==> src/rtl/camera_sequencer.sv <==
// camera_sequencer: drives the IR camera over the byte-level I2C master.
// After start it waits out camera power-up, writes the 6-entry init table
// (with NACK retries and a gap between writes), then polls the position
// register at a fixed rate and pulses frame_valid after every ACKed read.
module camera_sequencer #(
  parameter logic [15:0] PWRUP_WAIT = 16'd1000,
  parameter logic [15:0] INIT_GAP   = 16'd100,
  parameter logic [15:0] POLL_DIV   = 16'd500,
  parameter logic [1:0]  MAX_RETRY  = 2'd3,
  parameter logic [7:0]  POLL_REG   = 8'h36
) (
  input  logic       clk,
  input  logic       reset,
  input  logic       start,
  output logic       cmd_valid,
  input  logic       cmd_ready,
  output logic       cmd_read,
  output logic [7:0] cmd_reg,
  output logic [7:0] cmd_wdata,
  input  logic       cmd_done,
  input  logic       cmd_nack,
  output logic       init_done,
  output logic       frame_valid,
  output logic       error,
  output logic [3:0] state_dbg
);

  typedef enum logic [3:0] {
    IDLE    = 4'd0,
    PWRUP   = 4'd1,
    ISSUE_I = 4'd2,
    WAIT_I  = 4'd3,
    GAP     = 4'd4,
    POLL_T  = 4'd5,
    ISSUE_P = 4'd6,
    WAIT_P  = 4'd7,
    FAULT   = 4'd8
  } state_t;

  // Terminal timer values; a zero parameter still spends one cycle in the state.
  localparam logic [15:0] PWRUP_LAST = (PWRUP_WAIT == 16'd0) ? 16'd0 : PWRUP_WAIT - 16'd1;
  localparam logic [15:0] GAP_LAST   = (INIT_GAP   == 16'd0) ? 16'd0 : INIT_GAP   - 16'd1;
  localparam logic [15:0] POLL_LAST  = (POLL_DIV   == 16'd0) ? 16'd0 : POLL_DIV   - 16'd1;

  // Camera init table, {register, data}.
  function automatic logic [15:0] init_entry(input logic [2:0] idx);
    case (idx)
      3'd0:    init_entry = 16'h3001;
      3'd1:    init_entry = 16'h3008;
      3'd2:    init_entry = 16'h0690;
      3'd3:    init_entry = 16'h08C0;
      3'd4:    init_entry = 16'h1A40;
      3'd5:    init_entry = 16'h3333;
      default: init_entry = 16'h0000;
    endcase
  endfunction

  state_t      state_q, state_d;
  logic [15:0] timer_q, timer_d;
  logic [2:0]  idx_q, idx_d;
  logic [1:0]  retry_q, retry_d;
  logic        init_done_q, init_done_d;
  logic        error_q, error_d;
  logic        pend_q, pend_d;
  logic        fv_d;
  logic        go_pwrup;
  logic        cmd_valid_q, cmd_read_q, frame_valid_q;
  logic [7:0]  cmd_reg_q, cmd_wdata_q;
  logic [15:0] entry_d;

  // Next-state logic; start (restart) overrides every other transition.
  always_comb begin
    state_d     = state_q;
    timer_d     = timer_q;
    idx_d       = idx_q;
    retry_d     = retry_q;
    init_done_d = init_done_q;
    error_d     = error_q;
    pend_d      = pend_q;
    fv_d        = 1'b0;
    go_pwrup    = 1'b0;
    case (state_q)
      IDLE: if (start) go_pwrup = 1'b1;
      PWRUP: begin
        if (start) go_pwrup = 1'b1;
        else if (timer_q == PWRUP_LAST) begin
          state_d = ISSUE_I;
          timer_d = 16'd0;
          idx_d   = 3'd0;
          retry_d = 2'd0;
        end else timer_d = timer_q + 16'd1;
      end
      ISSUE_I: begin
        // An accepted command must complete on the bus before any restart.
        if (cmd_ready) begin
          state_d = WAIT_I;
          pend_d  = start;
        end else if (start) go_pwrup = 1'b1;
      end
      WAIT_I: begin
        if (start) pend_d = 1'b1;
        if (cmd_done) begin
          if (pend_q || start) go_pwrup = 1'b1;
          else if (!cmd_nack) begin
            timer_d = 16'd0;
            retry_d = 2'd0;
            if (idx_q == 3'd5) begin
              state_d     = POLL_T;
              init_done_d = 1'b1;
            end else begin
              state_d = GAP;
              idx_d   = idx_q + 3'd1;
            end
          end else if (retry_q == MAX_RETRY) begin
            state_d = FAULT;
            error_d = 1'b1;
          end else begin
            state_d = GAP;
            timer_d = 16'd0;
            retry_d = retry_q + 2'd1;
          end
        end
      end
      GAP: begin
        if (start) go_pwrup = 1'b1;
        else if (timer_q == GAP_LAST) begin
          state_d = ISSUE_I;
          timer_d = 16'd0;
        end else timer_d = timer_q + 16'd1;
      end
      POLL_T: begin
        if (start) go_pwrup = 1'b1;
        else if (timer_q == POLL_LAST) begin
          state_d = ISSUE_P;
          timer_d = 16'd0;
        end else timer_d = timer_q + 16'd1;
      end
      ISSUE_P: begin
        if (cmd_ready) begin
          state_d = WAIT_P;
          pend_d  = start;
        end else if (start) go_pwrup = 1'b1;
      end
      WAIT_P: begin
        if (start) pend_d = 1'b1;
        if (cmd_done) begin
          if (pend_q || start) go_pwrup = 1'b1;
          else begin
            fv_d    = !cmd_nack;
            state_d = POLL_T;
            timer_d = 16'd0;
          end
        end
      end
      FAULT: if (start) go_pwrup = 1'b1;
      default: state_d = IDLE;
    endcase
    if (go_pwrup) begin
      state_d     = PWRUP;
      timer_d     = 16'd0;
      idx_d       = 3'd0;
      retry_d     = 2'd0;
      init_done_d = 1'b0;
      error_d     = 1'b0;
      pend_d      = 1'b0;
    end
  end

  assign entry_d = init_entry(idx_d);

  // State, counters and registered command/status outputs.
  always_ff @(posedge clk or posedge reset) begin
    if (reset) begin
      state_q       <= IDLE;
      timer_q       <= 16'd0;
      idx_q         <= 3'd0;
      retry_q       <= 2'd0;
      init_done_q   <= 1'b0;
      error_q       <= 1'b0;
      pend_q        <= 1'b0;
      frame_valid_q <= 1'b0;
      cmd_valid_q   <= 1'b0;
      cmd_read_q    <= 1'b0;
      cmd_reg_q     <= 8'd0;
      cmd_wdata_q   <= 8'd0;
    end else begin
      state_q       <= state_d;
      timer_q       <= timer_d;
      idx_q         <= idx_d;
      retry_q       <= retry_d;
      init_done_q   <= init_done_d;
      error_q       <= error_d;
      pend_q        <= pend_d;
      frame_valid_q <= fv_d;
      cmd_valid_q   <= (state_d == ISSUE_I) || (state_d == ISSUE_P);
      cmd_read_q    <= (state_d == ISSUE_P);
      cmd_reg_q     <= (state_d == ISSUE_I) ? entry_d[15:8] :
                       (state_d == ISSUE_P) ? POLL_REG : 8'd0;
      cmd_wdata_q   <= (state_d == ISSUE_I) ? entry_d[7:0] : 8'd0;
    end
  end

  assign cmd_valid   = cmd_valid_q;
  assign cmd_read    = cmd_read_q;
  assign cmd_reg     = cmd_reg_q;
  assign cmd_wdata   = cmd_wdata_q;
  assign init_done   = init_done_q;
  assign frame_valid = frame_valid_q;
  assign error       = error_q;
  assign state_dbg   = state_q;

endmodule

==> config.mk <==
export PLATFORM = sky130hd
export DESIGN_NAME = camera_sequencer
export DESIGN_NICKNAME = d
export VERILOG_FILES = /design/src/rtl/camera_sequencer.sv
export SDC_FILE = /design/constraint.sdc
export NUM_CORES = 1
export LEC_CHECK = 0
export BUFFER_PORTS_ARGS = -buffer_cell sky130_fd_sc_hd__buf_2
export CAP_MARGIN = 25
export CORE_MARGIN = 2
export CORE_UTILIZATION = 50
export CTS_CLUSTER_SIZE = 24
export DETAILED_ROUTE_END_ITERATION = 8
export PLACE_DENSITY = 0.72
export SKIP_CTS_REPAIR_TIMING = 1
export SLEW_MARGIN = 20
export SYNTH_ARGS = -nofsm -noshare
export SYNTH_HDL_FRONTEND = slang
export SYNTH_SLANG_ARGS = --single-unit
==> constraint.sdc <==
create_clock -name clk -period 7.15 [get_ports clk]
set_input_delay 2.145 -clock clk [delete_from_list [all_inputs] [get_ports clk]]
set_output_delay 2.145 -clock clk [all_outputs]
set_load 0.1 [all_outputs]
==> results.ini <==
[clock_tree]
cts_made_buffers=5
tritoncts=done
clockBufferDepth=2
path_clk_slew_ns=0.08
cts-root-buf=clkbuf_8
cts.sinks=41
htree_num_levels=2
insertion_delay_ns=0.29

[worst_hold_path]
min_path_cells=2
hp-start=retry_q[1]$_DFFE_PP0P_
hold_path_class=reg2reg
min_to=retry_q[1]$_DFFE_PP0P_

[drt]
top_layer=met4
wl_met2_mm=2.649
finalWirelength_mm=5.832
drc_errors=0
vias=2308
wl_met1_mm=2.769
firstDrtPassIters=5
drtIter0Drc=288
vias_per_cell=6.058
met3_length_um=359
wl_per_cell_um=15.31
ant_nets=0

[timing]
maxSlewViolCount=0
finalClockSkew_ns=0.006187
tightestPinTransition_ns=0.9545
rsz0062_at_grt=no
finalHoldViolCount=0
finalSetupViolCount=0
slew_headroom_pct=35.47
period_needed_ns=4.133
tns_ns=0
finalCritPeriodShare_pct=57.80
max_freq_ghz=0.2420

[global_routing]
grt_pass1_vias=1969
grt_pass1_wl_mm=9.508
grt_usage_pct=21.78
globalRouteOverflowTotal=0
grt_antenna_before_repair=0
grt_max_degree=42

[synthesis]
ys_seq_area_share_pct=39.94
yosys.area.top_type=dfrtp_1
async_flop_share_pct=100.0
avgSynthCellArea_um2=8.708
synth_ff_type=dfrtp_1
ys_ff_latch=41
synth-edff-count=0
synth.area.top_cells=dfrtp_1 (40%), nor2_1 (5.0%), nand2_1 (3.5%), xor2_1 (3.1%), o21ai_0 (2.9%)
netlist_instances=295
yosys.cell_types.count=59
synth_warnings=0
syn_area_um2=2569
netlist.area_leader.share_pct=39.94

[critical_path]
r2r_slack_ns=4.04
cp-end-kind=flip-flop
critical_path.max_stage_delay_ns=0.69
worstReg2RegEnd=timer_q[6]$_DFFE_PP0P_
cp_slowest_cell=a22o_1
r2r_cells=7
crit_path_cell_trace=buf_2, o22a_1, o22ai_1, a22o_1, nor2_1, nor2_1, nor2_1
crit_top_cell=nor2_1
worstPathRequired_ns=7.31
r2r-start=timer_q[0]$_DFFE_PP0P_
cp.arrival_ns=4.29
worstSetupStartpointType=input pin
worstPathMaxFanout=20
path_class=in2reg

[floorplan]
die_h_um=75.68
dieWidth_um=75.68
die_area_um2=5727
start_util_pct=50.94
fp-row-count=26
io_pins=31
core-area_um2=5042

[place]
gp_congestion=0.8892
hpwl_mm=4.135
placed_area_um2=2705
io_buffers=27

[layout]
drive_gt1_share_pct=15.11
fin_nets=320
fin_util_pct=56.30
diodes=0
area_growth_pct=10.52
largest_reg_flops=16
final_area_um2=2839

[pwr]
power_density_nw_per_um2=188.4
ir_worst_vdd_uv=109.7
leakage_uw=0.001283

[run]
cap_violations=0

[outcome]
status=complete, no violations

worst max-delay path: cells and delay by family:
kind | cells | cell delay (ns)
AOI/OAI and AO/OA | 3 | 1.05
and+or+nand+nor | 3 | 0.97
buffers and inverters | 1 | 0.12
stage by stage:
step / total power [uW] / worst slack [ns] / hold slack (ns) / instances
after floorplan: 304.0 / 3.065 / 0.4538 / 297
after global placement: 318.8 / 2.731 / 0.4662 / 373
after detailed placement: 319.5 / 2.698 / 0.4879 / 373
after CTS: 541.3 / 3.018 / 0.5082 / 381
after global routing: 558.7 / 2.748 / 0.5327 / 381
final: 534.9 / 3.017 / 0.5001 / 381
how the worst max path moves through the flow:
stage	startpoint	end	slack, ns	cells after the start
2_1_floorplan	start	cmd_reg[1]$_DFF_PP0_	3.07	6
3_3_place_gp	cmd_ready	timer_q[14]$_DFFE_PP0P_	2.73	7
3_5_place_dp	cmd_ready	timer_q[6]$_DFFE_PP0P_	2.70	7
4_1_cts	cmd_ready	timer_q[6]$_DFFE_PP0P_	3.02	7
5_1_grt	cmd_ready	timer_q[12]$_DFFE_PP0P_	2.75	7
6_report	cmd_ready	timer_q[6]$_DFFE_PP0P_	3.02	7
report_power, final:
group / internal, uW / leakage [uW] / switching (uW)
clock network: 139 / 0.0000681 / 80.4
logic: 19.6 / 0.000650 / 52.5
registers: 236 / 0.000566 / 8.12
total: 394 / 0.00128 / 141
metal layers:
layer	up-vias	global-route usage, %
li1	1109	-
met1	1099	32.83
met2	95	31.79
met3	5	4.497
met4	0	6.043
met5	-	0
cell usage in the layout, fill, tap and decap left out, types with 5 or more instances in the layout:
| cell type | instances |
|---|---|
| nand2b_1 | 6 |
| inv_1 | 8 |
| o211ai_1 | 7 |
| nor3_1 | 7 |
| nand3_1 | 12 |
| nor2_1 | 34 |
| a211oi_1 | 5 |
| nand2_1 | 24 |
| clkbuf_8 | 5 |
| a21oi_1 | 12 |
| dfrtp_1 | 41 |
| o21ai_0 | 15 |
| nand4_1 | 7 |
| a31oi_1 | 5 |
| and3_1 | 7 |
| xor2_1 | 9 |
| buf_2 | 27 |
area by class of cell:
class                      count  area [um^2]
clock buffer                   5        68.82
sequential                    41         1026
fill                         461         2203
clock inverter                 3        65.06
timing repair buffer          30        157.7
tap                           70        87.58
multi-input combinational    224         1404
inverter                       8        30.03
cell usage after synthesis, types with 2 or more instances:
cell type  number
o2111ai_1       3
ha_1            4
nand4_1         7
a31oi_1         5
buf_4           6
inv_1           8
nand3b_1        2
o21ai_1         2
buf_1           2
and2_1          4
a22o_1          2
or3_1           2
nor4_1          4
dfrtp_1        41
nor4b_1         3
a21oi_1        12
o22ai_1         4
or2_2           2
nand2_1        24
o21ai_0        15
buf_2           3
a211oi_1        5
a221oi_1        2
nor2_1         34
nand2b_1        6
nor3_1          7
clkbuf_1       13
nand3_1        12
nor3b_1         3
nor2b_1         4
o211ai_1        7
o22a_1          2
a22oi_1         2
xor2_1          9
and3_1          7
and4_1          3
o31ai_1         2
kinds of logic (layout without fill, tap and decap cells):
family	Yosys count	count (layout)	share of synthesized area, %
XOR/XNOR	9	9	3.069
other	1	3	0.1460
flip-flops	41	41	39.94
AND/OR/NAND/NOR	129	129	26.45
adder cells (fa/ha/maj)	4	4	1.948
buffers and inverters	32	46	5.699
multiplexers	1	1	0.4384
AO/OA/AOI/OAI	78	78	22.31
(Power assumes the default switching activity.)
